<file path="config.mk">
export PLATFORM = sky130hd
export DESIGN_NAME = polyphase_fir_interp
export DESIGN_NICKNAME = d
export VERILOG_FILES = /design/src/rtl/polyphase_fir_interp.sv
export SDC_FILE = /design/constraint.sdc
export NUM_CORES = 2
export LEC_CHECK = 0
export CAP_MARGIN = 5
export CORE_MARGIN = 1.5
export CORE_UTILIZATION = 43
export CTS_CLUSTER_DIAMETER = 50
export DETAILED_ROUTE_END_ITERATION = 8
export SETUP_SLACK_MARGIN = 0.5
export SYNTH_ARGS = -nofsm -noshare
export SYNTH_HDL_FRONTEND = slang
export SYNTH_SLANG_ARGS = --single-unit
</file>
<file path="constraint.sdc">
create_clock -name clk -period 7.7 [get_ports clk]
set_clock_uncertainty 0.15 [all_clocks]
set_input_delay 1.155 -clock clk [delete_from_list [all_inputs] [get_ports clk]]
set_output_delay 1.155 -clock clk [all_outputs]
set_load 0.02 [all_outputs]
</file>
<file path="src/rtl/polyphase_fir_interp.sv">
// ---------------------------------------------------------------------------
// polyphase_fir_interp
//   Polyphase interpolating FIR for the TX path (symbol mapper -> channel
//   model). Each accepted symbol produces N_OS output samples, one per phase,
//   computed as y[p] = sum_k x[k] * h[k*N_OS + p] with x[0] the newest symbol.
//   Coefficients live in a runtime-writable bank spread across the taps.
//   Pipeline: stage 1 registers the per-tap products, stage 2 registers the
//   rounded (half up) and saturated sum. Fixed latency of 2 clocks.
//
// Ports
//   clk           clock
//   i_rst_n       asynchronous active-low reset
//   i_data        input symbol S(NB_INPUT,NBF_INPUT)
//   i_valid       i_data valid
//   o_ready       a symbol can be accepted this cycle (combinational)
//   i_coeff_we    coefficient write strobe
//   i_coeff_addr  coefficient index h[addr]; addr >= N_BAUD*N_OS is ignored
//   i_coeff_data  coefficient value S(NB_COEFF,NBF_COEFF)
//   o_data        output sample S(NB_OUTPUT,NBF_OUTPUT)
//   o_valid       o_data valid
//   o_phase       phase index of o_data
// ---------------------------------------------------------------------------

// ---------------------------------------------------------------------------
// polyphase_fir_tap
//   One filter tap: holds the N_OS coefficients h[TAP*N_OS + p] for this
//   symbol position, selects the one for the current phase and registers the
//   signed product with its symbol (pipeline stage 1).
//
// Ports
//   clk, i_rst_n   clock, asynchronous active-low reset
//   i_x            symbol held at this tap position
//   i_phase        current phase
//   i_coeff_*      shared coefficient write port
//   o_prod         registered product, NB_INPUT+NB_COEFF bits
// ---------------------------------------------------------------------------
module polyphase_fir_tap #(
    parameter int NB_INPUT = 8,
    parameter int NB_COEFF = 8,
    parameter int N_OS     = 4,
    parameter int NB_PHASE = 2,
    parameter int NB_ADDR  = 5,
    parameter int TAP      = 0
) (
    input  logic                         clk,
    input  logic                         i_rst_n,
    input  logic [NB_INPUT-1:0]          i_x,
    input  logic [NB_PHASE-1:0]          i_phase,
    input  logic                         i_coeff_we,
    input  logic [NB_ADDR-1:0]           i_coeff_addr,
    input  logic [NB_COEFF-1:0]          i_coeff_data,
    output logic [NB_INPUT+NB_COEFF-1:0] o_prod
);
    localparam int NB_PROD = NB_INPUT + NB_COEFF;

    logic [N_OS-1:0][NB_COEFF-1:0] coef_w;
    logic [NB_PROD-1:0]            x_ext;
    logic [NB_PROD-1:0]            c_ext;
    logic [NB_PROD-1:0]            prod_d;
    logic [NB_PROD-1:0]            prod_q;

    // Each coefficient register decodes its own global address, so any
    // address outside the bank simply matches no register.
    genvar p;
    for (p = 0; p < N_OS; p++) begin : g_ph
        localparam logic [NB_ADDR-1:0] ADDR = NB_ADDR'(TAP*N_OS + p);
        logic [NB_COEFF-1:0] h_q;

        always_ff @(posedge clk or negedge i_rst_n) begin
            if (!i_rst_n)
                h_q <= '0;
            else if (i_coeff_we && (i_coeff_addr == ADDR))
                h_q <= i_coeff_data;
        end

        assign coef_w[p] = h_q;
    end

    // Operands are sign-extended to the full product width so the low
    // NB_PROD bits of the multiply are the exact signed product.
    assign x_ext  = {{NB_COEFF{i_x[NB_INPUT-1]}}, i_x};
    assign c_ext  = {{NB_INPUT{coef_w[i_phase][NB_COEFF-1]}}, coef_w[i_phase]};
    assign prod_d = $signed(x_ext) * $signed(c_ext);

    always_ff @(posedge clk or negedge i_rst_n) begin
        if (!i_rst_n)
            prod_q <= '0;
        else
            prod_q <= prod_d;
    end

    assign o_prod = prod_q;

endmodule

module polyphase_fir_interp #(
    parameter int NB_INPUT   = 8,
    parameter int NBF_INPUT  = 7,
    parameter int NB_COEFF   = 8,
    parameter int NBF_COEFF  = 7,
    parameter int NB_OUTPUT  = 8,
    parameter int NBF_OUTPUT = 7,
    parameter int N_BAUD     = 6,
    parameter int N_OS       = 4,
    parameter int NB_PHASE   = 2,
    parameter int NB_ADDR    = 5
) (
    input  logic                 clk,
    input  logic                 i_rst_n,
    input  logic [NB_INPUT-1:0]  i_data,
    input  logic                 i_valid,
    output logic                 o_ready,
    input  logic                 i_coeff_we,
    input  logic [NB_ADDR-1:0]   i_coeff_addr,
    input  logic [NB_COEFF-1:0]  i_coeff_data,
    output logic [NB_OUTPUT-1:0] o_data,
    output logic                 o_valid,
    output logic [NB_PHASE-1:0]  o_phase
);
    localparam int NB_PROD = NB_INPUT + NB_COEFF;
    localparam int NB_SUM  = NB_PROD + $clog2(N_BAUD);
    // One extra bit so adding the rounding constant cannot wrap.
    localparam int NB_RND  = NB_SUM + 1;
    localparam int SHIFT   = NBF_INPUT + NBF_COEFF - NBF_OUTPUT;
    localparam int STAGES  = 2;

    localparam logic [NB_PHASE-1:0]      PH_LAST  = NB_PHASE'(N_OS - 1);
    localparam logic [NB_PHASE-1:0]      PH_ONE   = NB_PHASE'(1);
    localparam logic [NB_RND-1:0]        RND_HALF = NB_RND'(1) << (SHIFT - 1);
    localparam logic signed [NB_RND-1:0] SAT_MAX  =
        {{(NB_RND-NB_OUTPUT+1){1'b0}}, {(NB_OUTPUT-1){1'b1}}};
    localparam logic signed [NB_RND-1:0] SAT_MIN  =
        {{(NB_RND-NB_OUTPUT+1){1'b1}}, {(NB_OUTPUT-1){1'b0}}};

    typedef enum logic {IDLE = 1'b0, RUN = 1'b1} state_t;

    state_t                            state_q, state_d;
    logic [NB_PHASE-1:0]               phase_q, phase_d;
    logic                              ready_w;
    logic                              run_w;
    logic                              accept_w;

    logic [N_BAUD-1:0][NB_INPUT-1:0]   x_q;
    logic [N_BAUD-1:0][NB_PROD-1:0]    prod_w;
    logic [N_BAUD:0][NB_SUM-1:0]       psum_w;
    logic [NB_RND-1:0]                 rnd_w;
    logic signed [NB_RND-1:0]          shr_w;
    logic [NB_OUTPUT-1:0]              data_d;

    logic [NB_OUTPUT-1:0]              o_data_q;
    logic [STAGES:1]                   vld_pipe_q;
    logic [STAGES:1][NB_PHASE-1:0]     ph_pipe_q;

    // ---------------------------------------------------------------- FSM
    always_ff @(posedge clk or negedge i_rst_n) begin
        if (!i_rst_n) begin
            state_q <= IDLE;
            phase_q <= '0;
        end else begin
            state_q <= state_d;
            phase_q <= phase_d;
        end
    end

    // A symbol can only arrive in IDLE or on the last phase of RUN, so an
    // accept always restarts the phase count at 0.
    always_comb begin
        state_d = state_q;
        phase_d = phase_q;
        case (state_q)
            IDLE: begin
                if (accept_w) begin
                    state_d = RUN;
                    phase_d = '0;
                end
            end
            RUN: begin
                if (accept_w) begin
                    phase_d = '0;
                end else if (phase_q == PH_LAST) begin
                    state_d = IDLE;
                    phase_d = '0;
                end else begin
                    phase_d = phase_q + PH_ONE;
                end
            end
            default: begin
                state_d = IDLE;
                phase_d = '0;
            end
        endcase
    end

    always_comb begin
        ready_w = 1'b0;
        run_w   = 1'b0;
        case (state_q)
            IDLE:    ready_w = 1'b1;
            RUN: begin
                run_w   = 1'b1;
                ready_w = (phase_q == PH_LAST);
            end
            default: ready_w = 1'b0;
        endcase
    end

    assign accept_w = i_valid & ready_w;
    assign o_ready  = ready_w;

    // ------------------------------------------------------ symbol history
    // History is kept across IDLE on purpose: old symbols keep contributing
    // when streaming resumes.
    always_ff @(posedge clk or negedge i_rst_n) begin
        if (!i_rst_n)
            x_q <= '0;
        else if (accept_w)
            x_q <= {x_q[N_BAUD-2:0], i_data};
    end

    // ------------------------------------------------ taps (pipe stage 1)
    genvar k;
    for (k = 0; k < N_BAUD; k++) begin : g_tap
        polyphase_fir_tap #(
            .NB_INPUT (NB_INPUT),
            .NB_COEFF (NB_COEFF),
            .N_OS     (N_OS),
            .NB_PHASE (NB_PHASE),
            .NB_ADDR  (NB_ADDR),
            .TAP      (k)
        ) u_tap (
            .clk          (clk),
            .i_rst_n      (i_rst_n),
            .i_x          (x_q[k]),
            .i_phase      (phase_q),
            .i_coeff_we   (i_coeff_we),
            .i_coeff_addr (i_coeff_addr),
            .i_coeff_data (i_coeff_data),
            .o_prod       (prod_w[k])
        );

        assign psum_w[k+1] = psum_w[k] +
            {{(NB_SUM-NB_PROD){prod_w[k][NB_PROD-1]}}, prod_w[k]};
    end

    assign psum_w[0] = '0;

    // ------------------------------------------ round / saturate (stage 2)
    assign rnd_w = {psum_w[N_BAUD][NB_SUM-1], psum_w[N_BAUD]} + RND_HALF;
    assign shr_w = $signed(rnd_w) >>> SHIFT;

    always_comb begin
        if (shr_w > SAT_MAX)
            data_d = SAT_MAX[NB_OUTPUT-1:0];
        else if (shr_w < SAT_MIN)
            data_d = SAT_MIN[NB_OUTPUT-1:0];
        else
            data_d = shr_w[NB_OUTPUT-1:0];
    end

    // Valid and phase travel alongside the data through both stages.
    always_ff @(posedge clk or negedge i_rst_n) begin
        if (!i_rst_n) begin
            o_data_q   <= '0;
            vld_pipe_q <= '0;
            ph_pipe_q  <= '0;
        end else begin
            o_data_q   <= data_d;
            vld_pipe_q <= {vld_pipe_q[STAGES-1:1], run_w};
            ph_pipe_q  <= {ph_pipe_q[STAGES-1:1], phase_q};
        end
    end

    assign o_data  = o_data_q;
    assign o_valid = vld_pipe_q[STAGES];
    assign o_phase = ph_pipe_q[STAGES];

endmodule

</file>
Word-level counts from Yosys, hierarchy flattened
Index checks and enable logic that the tools add are counted.
{"block": "word_totals", "rom_bits": 0, "wordCells": 134, "output_inout_bits": 12, "latch_bits": 0, "mem_bits_rw": 0, "input_bits": 25, "mem_count": 0, "regBits": 353}
{"block": "classes", "reduce_logical": 25, "div": 0, "shift": 0, "n_mux": 24, "eq_ne": 25, "bitwise_logic": 2, "n_lt_le_gt_ge": 3, "n_addsub": 7, "multipliers": 6}
{"cell": "binary-select mux 8 bit (select 2 bit)", "count": 6}
{"cell": "multiplier 8 x 8 -> 16 bit", "count": 6}
{"cell": "two-way mux 8 bit", "count": 8}
{"cell": "equality test 5 x 4 -> 1 bit, second input constant", "count": 8}
{"cell": "equality test 5 bit, second input constant", "count": 8}
{"cell": "adder 19 bit", "count": 2}
{"cell": "logical AND 1 bit", "count": 24}
{"cell": "adder 19 x 8 -> 20 bit, second input constant", "count": 1}
{"cell": "equality test 5 x 3 -> 1 bit, second input constant", "count": 4}
{"cell": "adder 18 x 16 -> 19 bit", "count": 1}
{"cell": "adder 17 x 16 -> 18 bit", "count": 1}
{"cell": "adder 16 x 16 -> 17 bit", "count": 1}
{"cell": "> comparator 13 x 8 -> 1 bit, second input constant", "count": 1}
{"cell": "< comparator 13 x 8 -> 1 bit, second input constant", "count": 1}
{"cell": "equality test 5 x 2 -> 1 bit, second input constant", "count": 2}
{"cell": "two-way mux 2 bit", "count": 3}
{"cell": "equality test 5 x 1 -> 1 bit, second input constant", "count": 1}
{"cell": "zero test 5 bit", "count": 1}
{"cell": "two-way mux 1 bit", "count": 4}
{"cell": "one-hot mux 1 bit (2 select lines)", "count": 2}
{"cell": "one-hot mux 2 bit (2 select lines)", "count": 1}
{"cell": "< comparator 2 x 3 -> 1 bit, second input constant", "count": 1}
{"cell": "adder 2 x 1 -> 2 bit, second input constant", "count": 1}
{"cell": "equality test 2 bit, second input constant", "count": 1}
{"cell": "other kinds (3)", "count": 3}

Logic depth before layout (Yosys ltp)
{"block": "depth", "word_depth": 9, "depth_mapped": 22, "mapped_depth_nobuf": 20}

Cells and area by module
Synthesis repeated with hierarchy kept, for this count alone.
{"block": "hier_totals", "cells_unflattened": 2818, "area_unflattened_um2": 31362.6}
{"mod": "polyphase_fir_interp", "cells_per_inst": 515, "area_per_inst_um2": 5326.4, "instances": 1, "seq_area_each_um2": 1626.6}
{"mod": "polyphase_fir_tap at g_tap[4].u_tap", "cells_per_inst": 385, "area_per_inst_um2": 4420.5, "instances": 1, "seq_area_each_um2": 1201.2}
{"mod": "polyphase_fir_tap at g_tap[5].u_tap", "cells_per_inst": 393, "area_per_inst_um2": 4370.4, "instances": 1, "seq_area_each_um2": 1201.2}
{"mod": "polyphase_fir_tap at g_tap[3].u_tap", "cells_per_inst": 388, "area_per_inst_um2": 4359.2, "instances": 1, "seq_area_each_um2": 1201.2}
{"mod": "polyphase_fir_tap at g_tap[0].u_tap", "cells_per_inst": 381, "area_per_inst_um2": 4304.1, "instances": 1, "seq_area_each_um2": 1201.2}
{"mod": "polyphase_fir_tap at g_tap[2].u_tap", "cells_per_inst": 381, "area_per_inst_um2": 4302.9, "instances": 1, "seq_area_each_um2": 1201.2}
{"mod": "polyphase_fir_tap at g_tap[1].u_tap", "cells_per_inst": 375, "area_per_inst_um2": 4279.1, "instances": 1, "seq_area_each_um2": 1201.2}

Worst setup path after synthesis
OpenSTA, ideal clock, no wires.
{"block": "synth_path", "path_kind": "register -> register", "startpoint": "register phase_q[0]", "endpoint": "register g_tap[3].u_tap.prod_q[14]", "setup_time_ns": 0.069, "path_slack_ns": 1.822, "path_buffers": 2, "arrival_time_ns": 5.660, "path_stages_with_launch": 22, "period_less_slack_ns": 5.878, "required_time_ns": 7.481, "path_cell_list": "dfrtp_1 > clkbuf_1 > clkbuf_1 > mux4_2 > and2_1 > fa_1 > inv_1 > fa_1 > inv_1 > fa_1 > inv_1 > fa_1 > inv_1 > ha_1 > o21ai_0 > a21boi_0 > o21ai_0 > a21boi_0 > o21ai_0 > a21boi_0 > or4_1 > nand3_1"}
{"block": "synth_between", "elab_chain_cells": 3}
{"element": "start, declared", "line": "138", "rtl": "logic [NB_PHASE-1:0] phase_q, phase_d;"}
{"element": "start signal, assigned", "line": "161", "rtl": "phase_q <= phase_d;"}
{"element": "binary-select mux 8 bit (select 2 bit)", "line": "82", "rtl": "assign c_ext = {{NB_INPUT{coef_w[i_phase][NB_COEFF-1]}}, coef_w[i_phase]};"}
{"element": "two-way mux 8 bit (implied by the code)", "line": "82"}
{"element": "multiplier 8 x 8 -> 16 bit", "line": "83", "rtl": "assign prod_d = $signed(x_ext) * $signed(c_ext);"}
{"element": "named net g_tap[3].u_tap.prod_d[14]", "line": "59", "rtl": "logic [NB_PROD-1:0] prod_d;"}
{"element": "end signal, assigned", "line": "89", "rtl": "prod_q <= prod_d;"}
{"element": "end, declared", "line": "60", "rtl": "logic [NB_PROD-1:0] prod_q;"}
The timed path passes the listed nets, and every way through them passes these cells. The select of a mux whose other input is x is not followed.
A chain may end at the register's enable or synchronous reset.

Worst setup path after layout
{"block": "layout_path", "startpoint": "register phase_q[0]", "endpoint": "register g_tap[4].u_tap.prod_q[14]"}
{"block": "layout_between", "elab_chain_cells": 3}
{"element": "binary-select mux 8 bit (select 2 bit)", "line": "82"}
{"element": "two-way mux 8 bit (implied by the code)", "line": "82"}
{"element": "multiplier 8 x 8 -> 16 bit", "line": "83"}
{"element": "named net g_tap[4].u_tap.prod_d[14]", "line": "59"}
{"element": "end signal, assigned", "line": "89"}
{"element": "end, declared", "line": "60"}
The timed path passes the listed nets, and every way through them passes these cells. The select of a mux whose other input is x is not followed.

==> key figures <==
Worst setup path
  • Worst r2r src: phase_q[0]
  • Slowest cell on crit path: dfrtp_4
  • Max FO, Critical Path: 34
  • Worst Setup Start Kind: flop
  • Cell breakdown of the critical path: buf_4, mux4_2, and2_1, fa_1, inv_1, fa_1, inv_1, fa_1, inv_1, fa_1, inv_1, ha_1, o21ai_0, a21boi_0, o21ai_0, a21boi_0, o21ai_0, a21boi_0, or4_1, nand3_1
  • Worst R2R Path Depth: 20
  • Setup CP Type: flop to flop
  • CP Data Required Time: 8090 ps
  • WP buf/inv: 5
  • Crit path arrival time: 6910 ps
  • Worst R2R End: g_tap[4].u_tap.o_prod[14]
  • CP peak stage delay: 890 ps
  • CP delay by family, top: adder cells
  • CP startpoint: phase_q[0]
  • Reg2reg setup slack: 1180 ps
  • Worst setup EP type: flop

Finish
  • Sequential Area: 8840 um2
  • Filler cell count: 6,414
  • Commonest non-fill, non-tap cell in the layout: inv_1
  • Layout area overhead: 9.99%
  • Nets@finish: 3,364
  • Most frequent cells in the layout: 596 x inv_1, 394 x fa_1, 351 x dfrtp_1
  • Final Cell Area: 33,600 um2
  • Share of cells above drive strength 1: 0.144
  • Area of the multi-input gates: 19,100 um2

STA
  • Slew Limit Headroom: 0.261
  • Final setup vio count: 0
  • Period minus WS final: 6520 ps
  • WHS: 197 ps
  • Final TNS setup: 0 ps
  • Slew @ Worst Pin: 1110 ps
  • Fin. Hold Viols: 0
  • Post-layout worst setup margin: 1180 ps
  • RSZ-0062 raised after global routing: no
  • Fin. max-slew vios: 0
  • Fmax: 153 MHz
  • Tcrit/Tclk final: 0.846

Floorplan
  • Row cnt: 97
  • Die span in x: 269 um
  • Die area: 72,600 um2
  • Initial Utilization: 0.435
  • Core area: 70,100 um2
  • IO Pins: 37
  • Chip height: 269 um

Clock network
  • Worst-Skew Late Latency: 620 ps
  • H-tree levels: 2
  • TritonCTS Buffers: 48
  • Sink Count: 353
  • Setup bufs post-CTS: 0
  • Root buf cell: clkbuf_16
  • Post-CTS resize count: 0
  • Clock Path Buffers: 3
  • CTS hold repair buffers: 0
  • CTS tree: yes
  • Clock-pin slew on the worst setup and hold paths: 60 ps

Synth
  • Syn Nets: 3,339
  • Avg Inst Size Synth: 11.2 um2
  • Yosys Warn Count: 0
  • Synthesized flop and latch total: 353
  • Yosys top cell by area: dfrtp_1
  • Seq/Total Area, Yosys: 0.290
  • Synthesized area: 30,500 um2
  • Synth top area share: 0.290
  • Cells after Synth: 2,728
  • Synth unique cells: 71
  • Most used DFF post-synth: dfrtp_1
  • Top cells by area, synth: dfrtp_1 29%, fa_1 26%, mux2_2 8.9%, ha_1 7.9%, inv_1 7.3%
  • Number of synthesized flops with an enable pin: 0
  • Async S/R FF share, synth: 1.00

Outcome
  • Status: complete, no violations

Routing
  • Final wirelength: 66,600 um
  • Total number of vias: 18,500
  • ANT nets after route: 0
  • Number of remaining DRC errors: 0
  • Drt initial violations: 732
  • Via/cell ratio: 4.95
  • Avg WL per Cell: 17.8 um
  • 1st-pass router iterations: 5

Min path
  • Min-delay src: vld_pipe_q[1]
  • Hold depth: 0
  • Worst min path class: flop to flop
  • Hold Path End: vld_pipe_q[2]

Global route
  • Initial antenna violation count: 2
  • Vias in the first global route: 20,700
  • Largest net degree at the start of global routing: 155
  • Global route total overflow: 0
  • First-pass GRT wire length: 111,000 um
  • Overall routing resource usage: 0.192

Flow run
  • Maxcap violations: 0

Place
  • Placed Area: 31,900 um2
  • Gpl congestion: 0.868
  • Detailed placement HPWL: 53,300 um
  • Port bufs: 36
  • Worst slack at placement: 1210 ps
-- worst max path at each step --
stage                                end  slack, ps  cells after the start
3_3_place_gp   g_tap[5].u_tap.o_prod[14]       1390                     20
5_1_grt        g_tap[4].u_tap.o_prod[14]        780                     20
3_5_place_dp   g_tap[5].u_tap.o_prod[14]       1210                     20
2_1_floorplan  g_tap[3].u_tap.o_prod[14]       1820                     21
4_1_cts        g_tap[3].u_tap.o_prod[14]       1200                     20
6_report       g_tap[4].u_tap.o_prod[14]       1180                     20
-- Yosys cell counts, drive strengths merged, types with 3 or more instances --
| cell | count |
|---|---|
| mux2i | 4 |
| o41ai | 6 |
| dfrtp | 353 |
| or4 | 6 |
| nand3 | 12 |
| nor2 | 75 |
| mux4 | 48 |
| and2 | 228 |
| a2111oi | 4 |
| a21boi | 24 |
| clkbuf | 40 |
| o31a | 6 |
| o21ai | 45 |
| o211ai | 8 |
| a21o | 14 |
| fa | 394 |
| nor4 | 3 |
| nand4 | 3 |
| ha | 192 |
| a21oi | 24 |
| nor3 | 11 |
| buf | 31 |
| o21bai | 7 |
| and3 | 7 |
| xor2 | 10 |
| nand2b | 50 |
| nor2b | 10 |
| o21a | 7 |
| a31oi | 3 |
| inv | 596 |
| xnor2 | 86 |
| nand2 | 156 |
| mux2 | 240 |
-- kinds of logic after synthesis --
group | synth area share
compound gates | 0.0369
xor+xnor | 0.0281
fa+ha+maj | 0.337
buf+inv | 0.0830
flops | 0.290
mux | 0.125
simple gates | 0.0999
-- per-stage QoR --
stage | util | instances
2_1_floorplan | - | 2728
6_report | 0.478 | 3734
3_5_place_dp | 0.454 | 3643
5_1_grt | 0.478 | 3731
3_3_place_gp | 0.454 | 3643
4_1_cts | 0.478 | 3731
-- flip-flops by register name, summed over array words and instances (netlist names) --
register	count
phase_q	2
o_data	8
g_tap.u_tap.o_prod	96
x_q	48
state_q	1
g_tap.u_tap.g_ph.h_q	192
o_phase	2
ph_pipe_q	2
vld_pipe_q	2
-- per-layer routing --
layer	track usage	wire length [um]	vias up
met5	0	0	-
met4	0.0492	1440	0
met3	0.0299	2640	94
met2	0.325	31900	261
met1	0.258	30600	9558
li1	-	-	8561
-- worst register-to-register path: cells and delay by family, from the launching register on --
kind	cells	cell delay (ps)
fa+ha+maj	5	2290
compound gates	6	1190
flops	1	890
simple gates	3	740
mux	1	620
buf+inv	5	540
-- layout make-up --
class	count	share of cell area
clock buffers	65	0.0401
clock inverters	23	0.0105
repair buffers	46	0.0135
inverters	596	0.0667
diodes	3	0.000224
flip-flops and latches	353	0.263
multi-input cells	1708	0.571
well taps	940	0.0350
Power is left out: the tool's default activity adds up to more than one toggle a clock period on the data nets, which glitch-free logic cannot reach.
==> edit 1, RTL diff (same settings) <==
Change the parameter `NBF_COEFF` from 7 to 4.
--- a/src/rtl/polyphase_fir_interp.sv
+++ b/src/rtl/polyphase_fir_interp.sv
@@ -97,7 +97,7 @@
     parameter int NB_INPUT   = 8,
     parameter int NBF_INPUT  = 7,
     parameter int NB_COEFF   = 8,
-    parameter int NBF_COEFF  = 7,
+    parameter int NBF_COEFF  = 4,
     parameter int NB_OUTPUT  = 8,
     parameter int NBF_OUTPUT = 7,
     parameter int N_BAUD     = 6,
Function: changed (a bounded check fails within 4 cycles, from zero or initial values and one cycle with i_rst_n low).
==> edit 1 against the unedited design <==
Final cell count rose by 1.2%. Area after synthesis up 0.88%. Wire length grew 3.2%. Sequential share of layout area shrank 0.32 points. Final area is 1.2% higher. Sequential cell count did not move. Worst setup slack better by 0.25 ns. Critical endpoint is now g_tap[5].u_tap.o_prod[14]. Largest cell class unchanged.
Power is left out: the tool's default activity adds up to more than one toggle a clock period on the data nets, which glitch-free logic cannot reach.
==> edit 1: results (changes against the unedited design) <==
Final GP Congestion=0.866 (was 0.868); Non-clk bufs=45 (was 46); Final #Nets=3,410 (was 3,364); CTS Buf Count=51 (was 48); first-pass GRT wire length=114 mm (was 111 mm); status=complete, no violations (unchanged); Worst Path Max Fanout=33 (was 34); port bufs=36 (unchanged); CTS Buffer Depth=3 (unchanged); clock slew at reported path FFs=0.06 ns (about the same); Initial DRC Count=908 (was 732); vias in the first global route=21,282 (was 20,726); fillers=6,333 (was 6,414); Synth top area share=28.7% (was 29.0%); Hold Path Class=reg -> reg (unchanged); sequential element share of the synthesized area=28.7% (was 29.0%); R2R depth=20 (unchanged); #MultiIn Comb=1,796 (was 1,708); Ys Warns=0 (unchanged); Crit path max-delay family=adder cells (unchanged); Area contributors post-synth=dfrtp_1 29%, fa_1 26%, mux2_2 8.8% (was dfrtp_1 29%, fa_1 26%, mux2_2 8.9%); multi-input combinational area share=57.7% (was 57.1%); Post-DP HPWL=54.4 mm (was 53.3 mm); Non-clock buffer share=1.31% (was 1.35%); fraction of area in registers=26.0% (was 26.3%); Skew-Pair Late Insertion Delay=0.62 ns (about the same); Synth cell types=67 (was 71); Data arrival, critical path=6.64 ns (was 6.91 ns); Post-CTS Setup Bufs=0 (unchanged); DRT Pass-1 Iters=4 (was 5); total number of vias=19,050 (was 18,474); largest net degree at the start of global routing=161 (was 155); max reg flops=192 (unchanged); post-CTS sizing=0 (unchanged); measured slew at the worst slew-check pin=1.09 ns (was 1.11 ns); commonest cells in the netlist=551 x inv_1, 395 x fa_1, 353 x dfrtp_1, 240 x mux2_2, 237 x and2_1 (was 596 x inv_1, 394 x fa_1, 353 x dfrtp_1, 240 x mux2_2, 227 x and2_1); Max stage delay on crit path=0.86 ns (was 0.89 ns); Synthesized Nets=3,383 (was 3,339); FF+latch count=353 (unchanged); ant diodes=0 (was 3); clkbuf count=64 (was 65); initial antenna violation count=3 (was 2); Total Wirelength=68.7 mm (was 66.6 mm); Clock buf/inv share=5.45% (was 5.06%); CTS Root Cell=clkbuf_16 (unchanged); GRT Util Overall=19.6% (was 19.2%); Non-clk invs=551 (was 596); R2R setup slack=1.43 ns (was 1.18 ns); layout cells sized above 1=14.4% (about the same)
edit 1: changes by cell type after synthesis, moves of 5 or more:
cell	unedited run	this run
nor2_1	75	96
xnor2_1	84	92
o21ai_0	37	45
inv_1	596	551
or4_1	6	1
a21o_1	13	19
a21boi_0	24	18
a21oi_1	24	43
nor3_1	10	24
o21bai_1	7	0
a211oi_1	1	6
and2_1	227	237
nand2b_1	50	56
edit 1: cells by family after synthesis:
logic type	synth area share [%]
mux	12.4
compound gates	4.32
fa+ha+maj	33.5
simple gates	10.5
flops	28.7
buf+inv	7.64
xor+xnor	2.90
edit 1: path summary, 6_finish.rpt:
check / start / endpoint
hold / removal: vld_pipe_q[1] / vld_pipe_q[2]
setup reg to reg: phase_q[0] / g_tap[5].u_tap.o_prod[14]
min in group asynchronous: i_rst_n / g_tap[0].u_tap.g_ph[2].h_q[4]
setup / recovery: phase_q[0] / g_tap[5].u_tap.o_prod[14]
hold reg to reg: vld_pipe_q[1] / vld_pipe_q[2]
max in group asynchronous: i_rst_n / g_tap[4].u_tap.o_prod[12]
edit 1: stage by stage:
step	worst slack, ns	hold WS (ns)	util [%]	cell area (µm²)	instances
after global routing	0.935	0.209	48.3	34000	3779
after floorplan	1.94	0.181	-	30800	2771
after global placement	1.42	0.182	45.6	32100	3685
final	1.43	0.201	48.3	34000	3779
after detailed placement	1.41	0.192	45.6	32100	3685
after CTS	1.35	0.205	48.3	34000	3779
edit 1: routing by layer:
| metal | vias up | share of wire, % | global-route usage (%) |
|---|---|---|---|
| met5 | - | 0 | 0 |
| met4 | 0 | 3.0 | 6.60 |
| met3 | 103 | 3.9 | 2.95 |
| met2 | 296 | 47 | 32.3 |
| met1 | 9871 | 46 | 26.4 |
| li1 | 8780 | - | - |
==> edit 2, RTL diff (config.mk and constraints unchanged) <==
Without the edit above. Take the reset off `o_data_q` and load it in a clocked block of its own.
--- a/src/rtl/polyphase_fir_interp.sv
+++ b/src/rtl/polyphase_fir_interp.sv
@@ -260,16 +260,18 @@
     // Valid and phase travel alongside the data through both stages.
     always_ff @(posedge clk or negedge i_rst_n) begin
         if (!i_rst_n) begin
-            o_data_q   <= '0;
             vld_pipe_q <= '0;
             ph_pipe_q  <= '0;
         end else begin
-            o_data_q   <= data_d;
             vld_pipe_q <= {vld_pipe_q[STAGES-1:1], run_w};
             ph_pipe_q  <= {ph_pipe_q[STAGES-1:1], phase_q};
         end
     end
 
+    always_ff @(posedge clk) begin
+        o_data_q <= data_d;
+    end
+
     assign o_data  = o_data_q;
     assign o_valid = vld_pipe_q[STAGES];
     assign o_phase = ph_pipe_q[STAGES];
Check against the original RTL: not equivalent (a bounded check fails within 4 cycles, from zero or initial values and one cycle with i_rst_n low; the reset may be asserted at any time).
==> edit 2 against the unedited design <==
Die area is 0.58% lower. Final cell count is 0.54% lower. Area after synthesis is 0.59% lower. Sequential cell count unchanged. Wire length decreased by 0.56%. Final area about the same. Synthesized cell count down 0.99%. Non-clock buffer count is 2 lower. Largest cell class unchanged. Worst setup slack better by 0.16 ns.
Power is not shown: default switching activity piles up to over one toggle a cycle in this logic, so the estimate is an artifact.
==> edit 2: results (changes against the unedited design) <==
status=complete, no violations (unchanged); R2R Path End=g_tap[3].u_tap.o_prod[14] (was g_tap[4].u_tap.o_prod[14]); Via density=4.93 (was 4.95); Hold WS=0.201 ns (was 0.197 ns); Synth cell types=63 (was 71); ant diodes=0 (was 3); sequential element share of the synthesized area=29.0% (about the same); Hold Path Sink=o_phase[1] (was vld_pipe_q[2]); vias in the first global route=20,257 (was 20,726); layout cells sized above 1=14.7% (was 14.4%); R2R setup slack=1.35 ns (was 1.18 ns); largest net degree at the start of global routing=189 (was 155); Post-DP HPWL=53.2 mm (was 53.3 mm); DP Area=31,700 µm² (was 31,900 µm²); post-place setup slack=1.39 ns (was 1.21 ns); GRT Util Overall=19.3% (was 19.2%); routed len/inst=17.8 µm (about the same); Final GP Congestion=0.851 (was 0.868); Area contributors post-synth=dfrtp_1 28%, fa_1 26%, mux2_2 8.9% (was dfrtp_1 29%, fa_1 26%, mux2_2 8.9%); first-pass GRT wire length=108 mm (was 111 mm); Hold Path Class=reg -> reg (unchanged); Data arrival, critical path=6.71 ns (was 6.91 ns); hold path start=ph_pipe_q[1] (was vld_pipe_q[1]); Initial DRC Count=838 (was 732); Slew Limit Fails=0 (unchanged); Max Clk Rate=157 MHz (was 153 MHz); hold_buf cts=0 (unchanged); Skew-Pair Late Insertion Delay=0.60 ns (was 0.62 ns); Final #Nets=3,342 (was 3,364); Max stage delay on crit path=0.72 ns (was 0.89 ns); FFs w/ async S/R, synth=97.7% (was 100%); CTS Buf Count=51 (was 48); Syn Area/Cell=11.2 µm² (about the same); fillers=6,325 (was 6,414); Post-CTS Setup Bufs=0 (unchanged); R2R depth=19 (was 20); Rel. slew slack=24.2% (was 26.1%); Post-Place Cells=3,618 (was 3,643); Worst Path Max Fanout=24 (was 34); fin cells=3,714 (was 3,734); reg-to-reg startpoint=phase_q[0] (unchanged); DRT Pass-1 Iters=4 (was 5)
## edit 2: area by class of cell
cell class                      count  area (µm²)  share of cell area (%)
Sequential cell                   353        8800                    26.2
Tap cell                          940        1180                    3.51
Multi-Input combinational cell   1700       19100                    56.9
Clock buffer                       63        1410                    4.21
Timing Repair Buffer               44         463                    1.38
Clock inverter                     33         415                    1.24
Inverter                          581        2180                    6.50
## edit 2: per-layer routing
| metal | routed length, µm | global-route usage [%] | share of wire (%) | vias up |
|---|---|---|---|---|
| met5 | 0 | 0 | 0 | - |
| met4 | 1060 | 4.18 | 1.6 | 0 |
| met3 | 2030 | 2.40 | 3.1 | 73 |
| met2 | 31800 | 32.5 | 48 | 237 |
| met1 | 31300 | 26.7 | 47 | 9502 |
| li1 | - | - | - | 8484 |
## edit 2: critical path, delay by kind of cell (launching register included)
kind | cells | cell delay, ns
compound gates | 6 | 1.20
fa+ha+maj | 5 | 2.17
buf+inv | 3 | 0.46
flops | 1 | 0.72
mux | 1 | 0.66
simple gates | 4 | 0.90
## edit 2: cell families (layout without fill, tap and decap cells)
| family | count (synthesis) | in the layout | share of synthesized area [%] |
|---|---|---|---|
| AND/OR/NAND/NOR | 571 | 571 | 9.93 |
| multiplexers | 292 | 292 | 12.6 |
| XOR/XNOR | 98 | 98 | 2.93 |
| AO/OA/AOI/OAI | 153 | 153 | 3.57 |
| buffers and inverters | 648 | 721 | 8.05 |
| adder cells (fa/ha/maj) | 586 | 586 | 33.9 |
| flip-flops | 353 | 353 | 29.0 |
